--- src/rtl/arbitro_mem_relacoes_pkg.sv ---
// arbitro_pkg: shared constants and pipe-entry type for the relations-memory arbiter
package arbitro_pkg;
    localparam int NUM_NA_CFG = 8;
    localparam int ID_WIDTH   = $clog2(NUM_NA_CFG);
    typedef struct packed {
        logic                valid;
        logic [ID_WIDTH-1:0] id;
    } pipe_ent_t;
endpackage

--- src/rtl/arbitro_mem_relacoes_rr.sv ---
// rr_prioridade: rotating priority encoder, scanning from i_ptr upward with wrap
module rr_prioridade
    import arbitro_pkg::*;
#(
    parameter int NUM_NA = NUM_NA_CFG
)(
    input  logic [NUM_NA-1:0]   i_elig,
    input  logic [ID_WIDTH-1:0] i_ptr,
    output logic [NUM_NA-1:0]   o_gnt,
    output logic [ID_WIDTH-1:0] o_id,
    output logic                o_found
);
    logic [ID_WIDTH:0] w_sum;
    always_comb begin
        o_gnt   = '0;
        o_id    = '0;
        o_found = 1'b0;
        w_sum   = '0;
        for (int k = 0; k < NUM_NA; k++) begin
            w_sum = {1'b0, i_ptr} + (ID_WIDTH+1)'(k);
            w_sum = (w_sum >= (ID_WIDTH+1)'(NUM_NA)) ? w_sum - (ID_WIDTH+1)'(NUM_NA) : w_sum;
            if (!o_found && i_elig[w_sum[ID_WIDTH-1:0]]) begin
                o_gnt[w_sum[ID_WIDTH-1:0]] = 1'b1;
                o_id    = w_sum[ID_WIDTH-1:0];
                o_found = 1'b1;
            end
        end
    end
endmodule

--- src/rtl/arbitro_mem_relacoes.sv ---
// arbitro_mem_relacoes: round-robin arbiter sharing the relations-memory read port
module arbitro_mem_relacoes
    import arbitro_pkg::*;
#(
    parameter int NUM_NA              = NUM_NA_CFG,
    parameter int ADDR_WIDTH          = 10,
    parameter int RELACOES_DATA_WIDTH = 104,
    parameter int MEM_LATENCY         = 1
)(
    input  logic                           clk,
    input  logic                           rst,
    input  logic                           flush_in,
    input  logic                           ext_busy_in,
    input  logic [NUM_NA-1:0]              na_req_in,
    input  logic [NUM_NA*ADDR_WIDTH-1:0]   na_addr_in,
    output logic [NUM_NA-1:0]              na_gnt_out,
    output logic [NUM_NA-1:0]              na_rvalid_out,
    output logic [RELACOES_DATA_WIDTH-1:0] na_rdata_out,
    output logic                           mem_rd_en_out,
    output logic [ADDR_WIDTH-1:0]          mem_addr_out,
    input  logic [RELACOES_DATA_WIDTH-1:0] mem_rdata_in,
    output logic                           idle_out
);
    logic [NUM_NA-1:0]     r_pending, w_elig, w_gnt_raw, w_ret_oh;
    logic [ID_WIDTH-1:0]   r_ptr, w_id;
    logic                  w_found, w_any, r_rd_en, r_idle;
    logic [ADDR_WIDTH-1:0] r_addr;
    pipe_ent_t             r_iss, w_ret;
    pipe_ent_t             r_pipe [MEM_LATENCY];

    assign w_elig = na_req_in & ~r_pending;

    rr_prioridade #(.NUM_NA(NUM_NA)) u_rr (
        .i_elig  (w_elig),
        .i_ptr   (r_ptr),
        .o_gnt   (w_gnt_raw),
        .o_id    (w_id),
        .o_found (w_found)
    );

    assign w_any         = w_found & ~rst & ~flush_in & ~ext_busy_in;
    assign na_gnt_out    = w_any ? w_gnt_raw : '0;
    assign w_ret         = r_pipe[MEM_LATENCY-1];
    // a same-cycle flush kills the return strobe as well as the grant
    assign w_ret_oh      = (w_ret.valid && !flush_in && !rst) ? (NUM_NA'(1) << w_ret.id) : '0;
    assign na_rvalid_out = w_ret_oh;
    assign na_rdata_out  = mem_rdata_in;
    assign mem_rd_en_out = r_rd_en;
    assign mem_addr_out  = r_addr;
    assign idle_out      = r_idle;

    always_ff @(posedge clk or posedge rst) begin
        if (rst) begin
            r_ptr     <= '0;
            r_pending <= '0;
            r_rd_en   <= 1'b0;
            r_addr    <= '0;
            r_idle    <= 1'b1;
            r_iss     <= '0;
            for (int k = 0; k < MEM_LATENCY; k++) r_pipe[k] <= '0;
        end else begin
            r_rd_en <= w_any;
            r_addr  <= w_any ? na_addr_in[w_id*ADDR_WIDTH +: ADDR_WIDTH] : r_addr;
            r_idle  <= (r_pending == '0) && (na_req_in == '0);
            r_iss   <= '{valid: w_any, id: w_id};
            if (flush_in) begin
                r_ptr     <= '0;
                r_pending <= '0;
                for (int k = 0; k < MEM_LATENCY; k++) r_pipe[k] <= '0;
            end else begin
                r_ptr     <= !w_any ? r_ptr : (w_id == ID_WIDTH'(NUM_NA-1)) ? '0 : w_id + 1'b1;
                r_pending <= (r_pending | na_gnt_out) & ~w_ret_oh;
                r_pipe[0] <= r_iss;
                for (int k = 1; k < MEM_LATENCY; k++) r_pipe[k] <= r_pipe[k-1];
            end
        end
    end
endmodule

--- config.mk ---
export PLATFORM = sky130hd
export DESIGN_NAME = arbitro_mem_relacoes
export DESIGN_NICKNAME = d
export VERILOG_FILES = /design/src/rtl/arbitro_mem_relacoes_pkg.sv /design/src/rtl/arbitro_mem_relacoes_rr.sv /design/src/rtl/arbitro_mem_relacoes.sv
export SDC_FILE = /design/constraint.sdc
export NUM_CORES = 1
export LEC_CHECK = 0
export CAP_MARGIN = 20
export CELL_PAD_IN_SITES_DETAIL_PLACEMENT = 1
export CELL_PAD_IN_SITES_GLOBAL_PLACEMENT = 2
export CORE_ASPECT_RATIO = 1.1
export CORE_MARGIN = 5
export CORE_UTILIZATION = 17
export DETAILED_ROUTE_END_ITERATION = 10
export PLACE_DENSITY_LB_ADDON = 0.1
export SLEW_MARGIN = 25
export SYNTH_ARGS = -nofsm -noshare
export SYNTH_HDL_FRONTEND = slang
export SYNTH_HIERARCHICAL = 1
export SYNTH_SLANG_ARGS = --single-unit
--- constraint.sdc ---
create_clock -name clk -period 5.41 [get_ports clk]
set_clock_uncertainty 0.1 [all_clocks]
set_input_delay 1.082 -clock clk [delete_from_list [all_inputs] [get_ports clk]]
set_output_delay 1.082 -clock clk [all_outputs]
set_load 0.02 [all_outputs]
Word-level counts from Yosys, hierarchy flattened
Cells that the tools add are included.
{ "totals": {"regBits": 30, "latchBits": 0, "ramBits": 0, "rom_bits": 0, "inputBits": 196, "out_inout_bits": 132, "elab_cells": 171, "n_memories": 0} }
{ "op_classes": {"addsub": 16, "mul": 1, "n_div": 0, "order_cmp": 24, "n_eq_ne": 1, "shifts": 2, "n_mux": 71, "n_bitwise": 18, "n_reduce_logical": 30} }
{ "op_table": {"columns": ["operator", "count"], "rows": [
  ["$mux 8", 11],
  ["$shiftx 80x8->10", 1],
  ["$or 8x8->8", 8],
  ["$mux 3", 19],
  ["$lt 3x4->1 const B", 8],
  ["$ge 4x4->1 const B", 7],
  ["$bmux 1 s3", 8],
  ["$demux 1 s3", 8],
  ["$ge 3x1->1 const B", 8],
  ["$mux 1", 24],
  ["$sub 3x1->3 const B", 8],
  ["$logic_and 1x1->1", 18],
  ["$add 3x3->4 const B", 4],
  ["$and 8x8->8", 2],
  ["$logic_not 8->1", 2],
  ["$not 8->8", 2],
  ["$logic_not 1->1", 9],
  ["$add 3x2->4 const B", 2],
  ["$shl 1x3->8 const A", 1],
  ["$mul 3x3->6 const B", 1],
  ["$add 3x1->4 const B", 1],
  ["$ge 3x4->1 const B", 1],
  ["$mux 4", 1],
  ["$add 3x1->3 const B", 1],
  ["other kinds (4)", 8]
]} }

Logic depth before layout (Yosys ltp)
Gate-level depths: netlist of run 1.
{ "depth": {"word_depth": 33, "depth_mapped": 17, "mapped_depth_nobuf": 12} }

Modules after synthesis
The synthesis of run 1 kept the hierarchy.
{ "modules_own_cells": {"columns": ["mod", "instances", "cells_each", "area_per_inst_um2", "seq_area_each_um2"], "rows": [
  ["arbitro_mem_relacoes", 1, 298, 2753.9, 752.0],
  ["rr_prioridade", 1, 153, 1297.5, 0.0]
]} }

Worst setup path before layout of run 1
Ideal clock, no wire load.
{ "synth_timing": {"path_type": "in2out", "start": "in na_req_in[2]", "end": "out na_gnt_out[0]", "arrival_time_ns": 3.294, "required_ns": 4.228, "setup_slack_ns": 0.934, "stages": 12, "path_buffers": 3, "cell_sequence": "nor2b_1 -> mux4_2 -> mux2i_4 -> nand3_2 -> buf_2 -> nor2_1 -> nand2_1 -> or4b_4 -> buf_6 -> clkinv_2 -> buf_4 -> and2_1"} }
{ "synth_between": {"elab_chain_cells": 29, "word_cells_on_any_way": 58, "cone_classes": "33 x mux; 11 x bitwise; 14 x reduce/logical"} }
{ "synth_lines": {"columns": ["element", "line", "rtl"], "rows": [
  ["start: declaration", "arbitro_mem_relacoes.sv:14", "input logic [NUM_NA-1:0] na_req_in,"],
  ["$and 8x8->8 *", "arbitro_mem_relacoes.sv:31", "assign w_elig = na_req_in & ~r_pending;"],
  ["$bmux 1 s3", "arbitro_mem_relacoes_rr.sv:22", "if (!o_found && i_elig[w_sum[ID_WIDTH-1:0]]) begin"],
  ["$mux 1 (implied by the code)", "arbitro_mem_relacoes_rr.sv:22", null],
  ["$mux 1", "arbitro_mem_relacoes_rr.sv:22", null],
  ["$logic_not 1->1", "arbitro_mem_relacoes_rr.sv:22", null],
  ["$logic_and 1x1->1", "arbitro_mem_relacoes_rr.sv:22", null],
  ["$mux 1", "arbitro_mem_relacoes_rr.sv:22", null],
  ["$logic_not 1->1", "arbitro_mem_relacoes_rr.sv:22", null],
  ["[... 13 more ...]", null, null],
  ["$mux 1", "arbitro_mem_relacoes_rr.sv:22", null],
  ["$logic_not 1->1", "arbitro_mem_relacoes_rr.sv:22", null],
  ["$logic_and 1x1->1", "arbitro_mem_relacoes_rr.sv:22", null],
  ["$mux 1 *", "arbitro_mem_relacoes_rr.sv:22", null],
  ["named net w_found", "arbitro_mem_relacoes.sv:26", "logic w_found, w_any, r_rd_en, r_idle;"],
  ["$and 1x1->1 * (3 in series)", "arbitro_mem_relacoes.sv:41", "assign w_any = w_found & ~rst & ~flush_in & ~ext_busy_in;"],
  ["named net w_any", "arbitro_mem_relacoes.sv:26", null],
  ["$mux 8 *", "arbitro_mem_relacoes.sv:42", "assign na_gnt_out = w_any ? w_gnt_raw : '0;"],
  ["end: declaration", "arbitro_mem_relacoes.sv:16", "output logic [NUM_NA-1:0] na_gnt_out,"]
]} }
Mark *: on every way through the listed nets, which the timed path passes. The rest lies on a longest branch. The select of a mux whose other input is x is not followed.

Worst setup path after layout of run 1
{ "layout_timing": {"start": "in na_req_in[1]", "end": "out na_gnt_out[4]"} }
{ "layout_between": {"word_cells_on_any_way": 58, "cone_classes": "33 x mux; 11 x bitwise; 14 x reduce/logical"} }
{ "layout_rtl": {"columns": ["element", "line", "rtl"], "rows": [
  ["$and 8x8->8 *", "arbitro_mem_relacoes.sv:31", null],
  ["named net w_elig[1]", "arbitro_mem_relacoes.sv:24", "logic [NUM_NA-1:0] r_pending, w_elig, w_gnt_raw, w_ret_oh;"],
  ["$bmux 1 s3", "arbitro_mem_relacoes_rr.sv:22", null],
  ["$mux 1 (implied by the code)", "arbitro_mem_relacoes_rr.sv:22", null],
  ["$mux 1", "arbitro_mem_relacoes_rr.sv:22", null],
  ["$logic_not 1->1", "arbitro_mem_relacoes_rr.sv:22", null],
  ["$logic_and 1x1->1", "arbitro_mem_relacoes_rr.sv:22", null],
  ["$mux 1", "arbitro_mem_relacoes_rr.sv:22", null],
  ["[... 12 more ...]", null, null],
  ["$logic_not 1->1", "arbitro_mem_relacoes_rr.sv:22", null],
  ["$logic_and 1x1->1", "arbitro_mem_relacoes_rr.sv:22", null],
  ["$mux 1", "arbitro_mem_relacoes_rr.sv:22", null],
  ["$logic_not 1->1", "arbitro_mem_relacoes_rr.sv:22", null],
  ["$logic_and 1x1->1", "arbitro_mem_relacoes_rr.sv:22", null],
  ["$mux 8 *", "arbitro_mem_relacoes_rr.sv:22", null],
  ["named net w_gnt_raw[4]", "arbitro_mem_relacoes.sv:24", null],
  ["$mux 8 *", "arbitro_mem_relacoes.sv:42", null]
]} }
Marked as above.

==> key figures, run 1 <==
Worst setup path
  – Arrival time at the worst endpoint: 4.13 ns
  – Critical path's slowest cell: mux4_2
  – Critical path capture point type: primary output
  – Worst setup SP type: primary input
  – CP Capture Point: na_gnt_out[4]
  – R2R setup slack: 1.21 ns
  – CP Buf/Inv Count: 5
  – Kind of critical path: in -> out
  – R2R cell count: 14
  – CP cell instances: clkdlybuf4s50_1 > nor2b_2 > mux4_2 > buf_4 > mux2i_2 > buf_4 > nor4_4 > buf_4 > a221o_1 > o221a_1 > and2_1 > dlygate4sd2_1
  – WP data required: 4.23 ns
  – CP Launch Point: na_req_in[1]
  – Reg2reg start: r_ptr[1]
  – Critical Path Most Common Cell: buf_4
  – Crit Path Max Fanout: 6
  – Top delay family on crit path: buffers and inverters
  – Critical path depth in cells: 12
  – Slowest stage delay, CP: 0.54 ns
  – Reg2reg end: mem_addr_out[1]

Synth
  – Mapped Area: 0.00405 mm^2
  – Synth Instances: 451
  – Post-Syn Nets: 655
  – Yosys reg bits: 30
  – Top cell type's share of synthesized area: 0.196
  – Ranking of synthesized cells by area: buf_4, dfrtp_1, mux2i_1
  – Post-synthesis cell type count: 61
  – Synthesis Warnings: 6
  – Post-synth ARST share: 1.00
  – Sequential element share of the synthesized area: 0.186
  – Top cell type by total area after synthesis: buf_4
  – Synth Area per Inst: 8.98 um^2
  – Ys flop type: dfrtp_1
  – EDFF count, synth: 0

Run
  – Max Cap Viol: 0

GRT
  – Largest net degree at the start of global routing: 44
  – First-pass GRT wire length: 24.1 mm
  – Vias in the first global route: 3998
  – Grt peak-use layer: met2
  – Met3 GRT Util: 0.0278
  – Initial antenna violation count: 0
  – Grt met1 use: 0.141
  – Global Route met2 Usage: 0.207
  – Gr usage total: 0.116
  – Grt total ovfl: 0

Floorplan
  – DIE WIDTH: 157 um
  – Die Height: 172 um
  – Core Region: 0.0235 mm^2
  – Ports: 328
  – Die footprint: 0.0270 mm^2
  – Starting density of the core: 0.172
  – Core Rows: 59

Finish
  – Register Area: 752 um^2
  – # nets final: 724
  – Finished Layout Cells: 826
  – Diodes inserted: 0
  – Ratio of cells with drive above 1 in the final layout: 0.290
  – Layout area overhead: 35.3%
  – Fillers: 2718
  – Area of the multi-input gates: 0.00243 mm^2
  – Final std cell area, no fill: 0.00548 mm^2

Clock network
  – Post-CTS Hold Buffers: 0
  – Clock sinks: 30
  – CTS tree: done
  – CTS Root Cell: clkbuf_16
  – Clk slew on worst S/H paths: 0.05 ns
  – CTS Buf Count: 5
  – Number of H-tree levels: 2
  – CTS Buffer Depth: 2
  – Clock latency at the later pin of the worst-skew pair: 0.28 ns

Timing
  – Max Clk Rate: 188 MHz
  – Post-layout minimum cycle time: 5.31 ns
  – Final Max Slew Viols: 0
  – Worst-Margin Slew: 0.896 ns
  – Total negative slack: 0 ns
  – Final worst-path cycle share: 0.981
  – Worst hold slack: 0.367 ns
  – Final Hold Violating Endpoints: 0
  – Slew HR: 0.387
  – # setup viols final: 0

Place
  – IO buf count: 119
  – Final HPWL DP: 13.2 mm
  – DP Cell Count: 814
  – Post-DP Area: 0.00524 mm^2
  – Final RePlAce weighted congestion: 0.866

Route
  – # DRC: 0
  – Post-Route WL: 16.0 mm
  – Iter 0 DRT Violations: 109
  – Detailed-route via count: 3614
  – Remaining antenna violation count: 0
  – Routed wire per std cell: 19.4 um
  – First-pass iteration count of the detailed router: 4
  – Via density: 4.38

Pwr
  – Peak supply drop: 0.347 mV
  – Leak Pwr: 2.14 nW
  – PwrDens: 669 mW/mm^2

Status
  – Status: finished clean

Worst hold path
  – Hold Crit Class: reg -> reg
  – Hold Startpoint: r_iss[0]
==> cells in the mapped netlist (3+ instances only) <==
cell type	count
mux2i_4	3
buf_6	3
a21oi_1	16
a22o_1	15
o31ai_1	10
o21ai_0	7
nor2b_1	14
buf_4	106
mux2_2	24
clkbuf_1	3
o211ai_1	3
nand2b_1	5
mux2i_1	27
nand3_1	4
or4_1	3
nand2_1	29
ha_1	8
nand3b_1	5
buf_1	5
nor2_1	14
mux4_2	12
dfrtp_1	29
buf_2	10
o22ai_1	11
inv_1	4
nor4_1	6
nor3_1	20
o31ai_2	5
a221oi_1	4
and2_1	10
==> per-stage QoR <==
stage | utilization | setup WS, ns | total power [mW]
3_5_place_dp | 0.222 | -0.288 | 3.34
6_report | 0.233 | 0.102 | 3.67
5_1_grt | 0.233 | -0.00115 | 3.95
4_1_cts | 0.231 | 0.0410 | 3.72
2_1_floorplan | - | 0.934 | 2.20
3_3_place_gp | 0.222 | -0.274 | 3.36
==> cells in the final DEF, fill, tap and decap left out, drive strengths merged, types with 7 or more instances in the layout <==
master / Yosys / final
ha: 8 / 8
nor2b: 14 / 14
buf: 124 / 70
clkbuf: 3 / 9
o31ai: 15 / 15
o21ai: 7 / 7
o22ai: 11 / 11
nor4: 7 / 7
dfrtp: 29 / 29
nor2: 14 / 14
mux2: 24 / 24
nand2: 30 / 30
and2: 10 / 10
clkdlybuf4s50: 0 / 111
a22o: 15 / 15
nor3: 20 / 20
mux2i: 31 / 31
mux4: 12 / 12
a21oi: 16 / 16
==> report_power, final <==
part	leakage (nW)	internal [mW]	switching, mW
registers	0.391	0.293	0.0423
logic	1.67	1.39	1.61
clock network	0.0841	0.230	0.103
==> area by class of cell <==
class / count / share of cell area
Inverter: 7 / 0.00502
Tap cell: 305 / 0.0696
Timing Repair Buffer: 189 / 0.313
Sequential cell: 30 / 0.137
Clock buffer: 7 / 0.0260
Clock inverter: 1 / 0.00548
Multi-Input combinational cell: 287 / 0.444
==> state kept, by name (all words and copies together), names as in the netlist <==
register and count:
idle_out 1, mem_addr_out 10, r_iss 4, r_pending 8, r_pipe 4, r_ptr 3
==> worst min-delay path by stage <==
stage | cells past startpoint | to | slack [ns]
2_1_floorplan | 1 | r_pipe[0] | 0.34
3_3_place_gp | 1 | r_pipe[0] | 0.34
3_5_place_dp | 1 | r_pipe[0] | 0.36
4_1_cts | 1 | r_pipe[0] | 0.37
5_1_grt | 2 | mem_addr_out[8] | 0.40
6_report | 1 | r_pipe[0] | 0.37
==> logic make-up after synthesis <==
kind of cell,Yosys count,share of synthesized area
flops,30,0.186
xor+xnor,4,0.0105
compound gates,87,0.161
mux,67,0.220
buf+inv,134,0.231
simple gates,121,0.166
fa+ha+maj,8,0.0247
==> routing by layer <==
| metal | share of wire | wire length (um) | vias to the layer above |
|---|---|---|---|
| met1 | 0.42 | 6790 | 1787 |
| met4 | 0.012 | 195 | 0 |
| met2 | 0.52 | 8270 | 113 |
| met5 | 0 | 0 | - |
| met3 | 0.049 | 783 | 24 |
| li1 | - | - | 1690 |
==> timing repair <==
action | in CTS | in global routing
buffers inserted | 2 | 2
resized for setup | 16 | 14
pin swaps | 1 | 0
setup endpoints to repair | 8 | 8
hold endpoints to repair | 0 | 0
==> worst register-to-register path, delay by kind of cell, from the launching register on <==
family	cells	cell delay, ns
AOI/OAI and AO/OA	4	0.74
adders and majority gates	1	0.49
buffers and inverters	4	0.53
DFF	1	0.34
muxes	2	0.91
and+or+nand+nor	3	0.96
(Power assumes the default switching activity.)
==> inputs of run 2 (changes only) <==
Settings changed: CAP_MARGIN 20 to 15, PLACE_DENSITY set to 0.89, PLACE_DENSITY_LB_ADDON 0.1 to not set.
==> key figures, run 2 (synthesis results as in run 1) <==
Place
  – DP Cell Count: 820 (+0.74%)
  – IO buf count: 119 (unchanged)
  – Final RePlAce weighted congestion: 0.824 (-4.9%)
  – Final HPWL DP: 13.8 mm (+4.2%)
  – Post-DP Area: 0.00528 mm^2 (+0.76%)

Route
  – Routed wire per std cell: 19.5 um (+0.60%)
  – Via density: 4.42 (+1.1%)
  – # DRC: 0 (unchanged)
  – Detailed-route via count: 3684 (+1.9%)
  – First-pass iteration count of the detailed router: 4 (unchanged)
  – Iter 0 DRT Violations: 174 (+60%)
  – Remaining antenna violation count: 0 (unchanged)
  – Post-Route WL: 16.3 mm (+1.5%)

Worst hold path
  – Hold Startpoint: r_iss[2]
  – Hold Path Sink: r_pipe[2]
  – Hold Crit Class: reg -> reg
  – Worst hold path cell count: 1 (unchanged)

Clock network
  – Number of H-tree levels: 2 (unchanged)
  – Clock sinks: 30 (unchanged)
  – Post-CTS Hold Buffers: 0 (unchanged)
  – Clock latency at the later pin of the worst-skew pair: 0.27 ns (about the same)
  – CTS Buffer Depth: 2 (unchanged)
  – CTS Root Cell: clkbuf_16
  – CTS tree: done
  – Clk slew on worst S/H paths: 0.05 ns (about the same)
  – CTS Buf Count: 5 (unchanged)

Pwr
  – Gate power share: 0.832 (+0.014)
  – Psw: 1.74 mW (-1.2%)
  – Peak supply drop: 0.295 mV (-15%)
  – Internal power: 1.90 mW (-0.39%)
  – Sw Share: 0.477 (-0.00208)
  – Reg power frac: 0.091 (about the same)
  – PwrDens: 659 mW/mm^2 (-1.5%)
  – Clock network fraction of total power: 0.077 (-0.014)
  – Leak Pwr: 2.16 nW (+0.94%)

Worst setup path
  – Reg2reg start: r_ptr[1]
  – Arrival time at the worst endpoint: 4.12 ns (about the same)
  – Crit Path Max Fanout: 7 (+1)
  – Worst setup SP type: primary input
  – Critical path capture point type: primary output
  – Reg2reg end: mem_addr_out[0]
  – WP data required: 4.23 ns (about the same)
  – R2R setup slack: 1.13 ns (-0.08 ns)
  – R2R cell count: 14 (unchanged)
  – Kind of critical path: in -> out

GRT
  – Gr usage total: 0.114 (-0.00154)
  – Largest net degree at the start of global routing: 34 (-23%)
  – Vias in the first global route: 4015 (+0.43%)
  – First-pass GRT wire length: 23.6 mm (-2.2%)
  – Grt total ovfl: 0 (unchanged)
  – Initial antenna violation count: 0 (unchanged)

Run
  – Max Cap Viol: 0 (unchanged)

Finish
  – Commonest cells after routing, fill and taps aside: clkdlybuf4s50_1, buf_4, nand2_1, dfrtp_1, mux2i_1
  – # nets final: 731 (+0.97%)
  – Layout area overhead: 36.3%
  – Ratio of cells with drive above 1 in the final layout: 0.301 (+0.0113)
  – Final std cell area, no fill: 0.00552 mm^2 (+0.68%)
  – Diodes inserted: 0 (unchanged)
  – Max reg flops: 10 (unchanged)
  – Finished Layout Cells: 833 (+0.85%)
  – Most common cell after layout, fill and taps aside: clkdlybuf4s50_1

Floorplan
  – DIE WIDTH: 157 um (unchanged)
  – Ports: 328 (unchanged)
  – Die Height: 172 um (unchanged)
  – Die footprint: 0.0270 mm^2 (unchanged)
  – Core Region: 0.0235 mm^2 (unchanged)
  – Core Rows: 59 (unchanged)
  – Starting density of the core: 0.172 (unchanged)

Timing
  – RSZ-0062 raised after global routing: no
  – Final Max Slew Viols: 0 (unchanged)
  – # setup viols final: 0 (unchanged)
  – Slew HR: 0.619 (+0.232)
  – Final worst-path cycle share: 0.980 (-0.00108)
  – Worst-Margin Slew: 0.557 ns (-0.340 ns)
  – Final Hold Violating Endpoints: 0 (unchanged)
  – Post-layout minimum cycle time: 5.30 ns (-0.00587 ns)
  – Max Clk Rate: 189 MHz (+0.11%)

Status
  – Status: finished clean
-- run 2: worst max-delay path by stage --
stage | from | end | slack (ns) | cells past startpoint
final | na_req_in[6] | na_gnt_out[5] | 0.11 | 13
after global routing | na_req_in[2] | na_gnt_out[7] | 0.01 | 13
after CTS | na_req_in[4] | na_gnt_out[6] | 0.04 | 12
after detailed placement | na_req_in[4] | na_gnt_out[6] | -0.31 | 10
after global placement | na_req_in[7] | na_gnt_out[6] | -0.21 | 12
after floorplan | na_req_in[2] | na_gnt_out[0] | 0.93 | 12
-- run 2: timing repair --
action                     CTS  global route
cloned                       0             0
setup endpoints to repair    6             8
gates resized for setup     10            14
buffers inserted             5             0
pin swaps                    2             1
-- run 2: layer usage --
| layer | global-route usage | vias up | part of all wire |
|---|---|---|---|
| met1 | 0.110 | 1754 | 0.32 |
| met2 | 0.219 | 174 | 0.54 |
| met4 | 0.0505 | 0 | 0.042 |
| li1 | - | 1708 | - |
| met5 | 0 | - | 0 |
| met3 | 0.0390 | 48 | 0.098 |
-- run 2: layout make-up --
type / count / area [um^2]
well taps: 305 / 382
fillers: 2746 / 18000
repair buffers: 196 / 1770
multi-input cells: 287 / 2430
flip-flops and latches: 30 / 752
clock buffers: 6 / 139
clock inverters: 2 / 12.5
inverters: 7 / 27.5
-- run 2: power groups by stage --
stage / clock network [mW] / logic, mW / registers, mW
floorplan: 0 / 1.82 / 0.377
global placement: 0 / 2.95 / 0.331
detailed placement: 0 / 2.97 / 0.336
CTS: 0.291 / 3.03 / 0.332
global route: 0.301 / 3.26 / 0.341
finish: 0.281 / 3.03 / 0.332
-- run 2: worst max-delay path: stages --
cell	delay [ns]
clkdlybuf4s50_1	0.44
nor2b_2	0.21
mux4_2	0.56
mux2i_4	0.22
buf_4	0.19
nor3_2	0.06
buf_4	0.14
buf_4	0.13
a22o_1	0.17
a221o_1	0.31
o221a_1	0.31
and2_1	0.16
buf_4	0.16
-- run 2: metrics by stage --
| stage | total power, mW | setup WS (ns) | util | TNS, ns | hold slack, ns |
|---|---|---|---|---|---|
| 2_1_floorplan | 2.20 | 0.934 | - | 0 | 0.339 |
| 3_3_place_gp | 3.28 | -0.215 | 0.224 | -0.733 | 0.342 |
| 3_5_place_dp | 3.31 | -0.306 | 0.224 | -1.39 | 0.350 |
| 4_1_cts | 3.65 | 0.0397 | 0.232 | 0 | 0.362 |
| 5_1_grt | 3.90 | 0.0109 | 0.234 | 0 | 0.402 |
| 6_report | 3.64 | 0.108 | 0.234 | 0 | 0.358 |
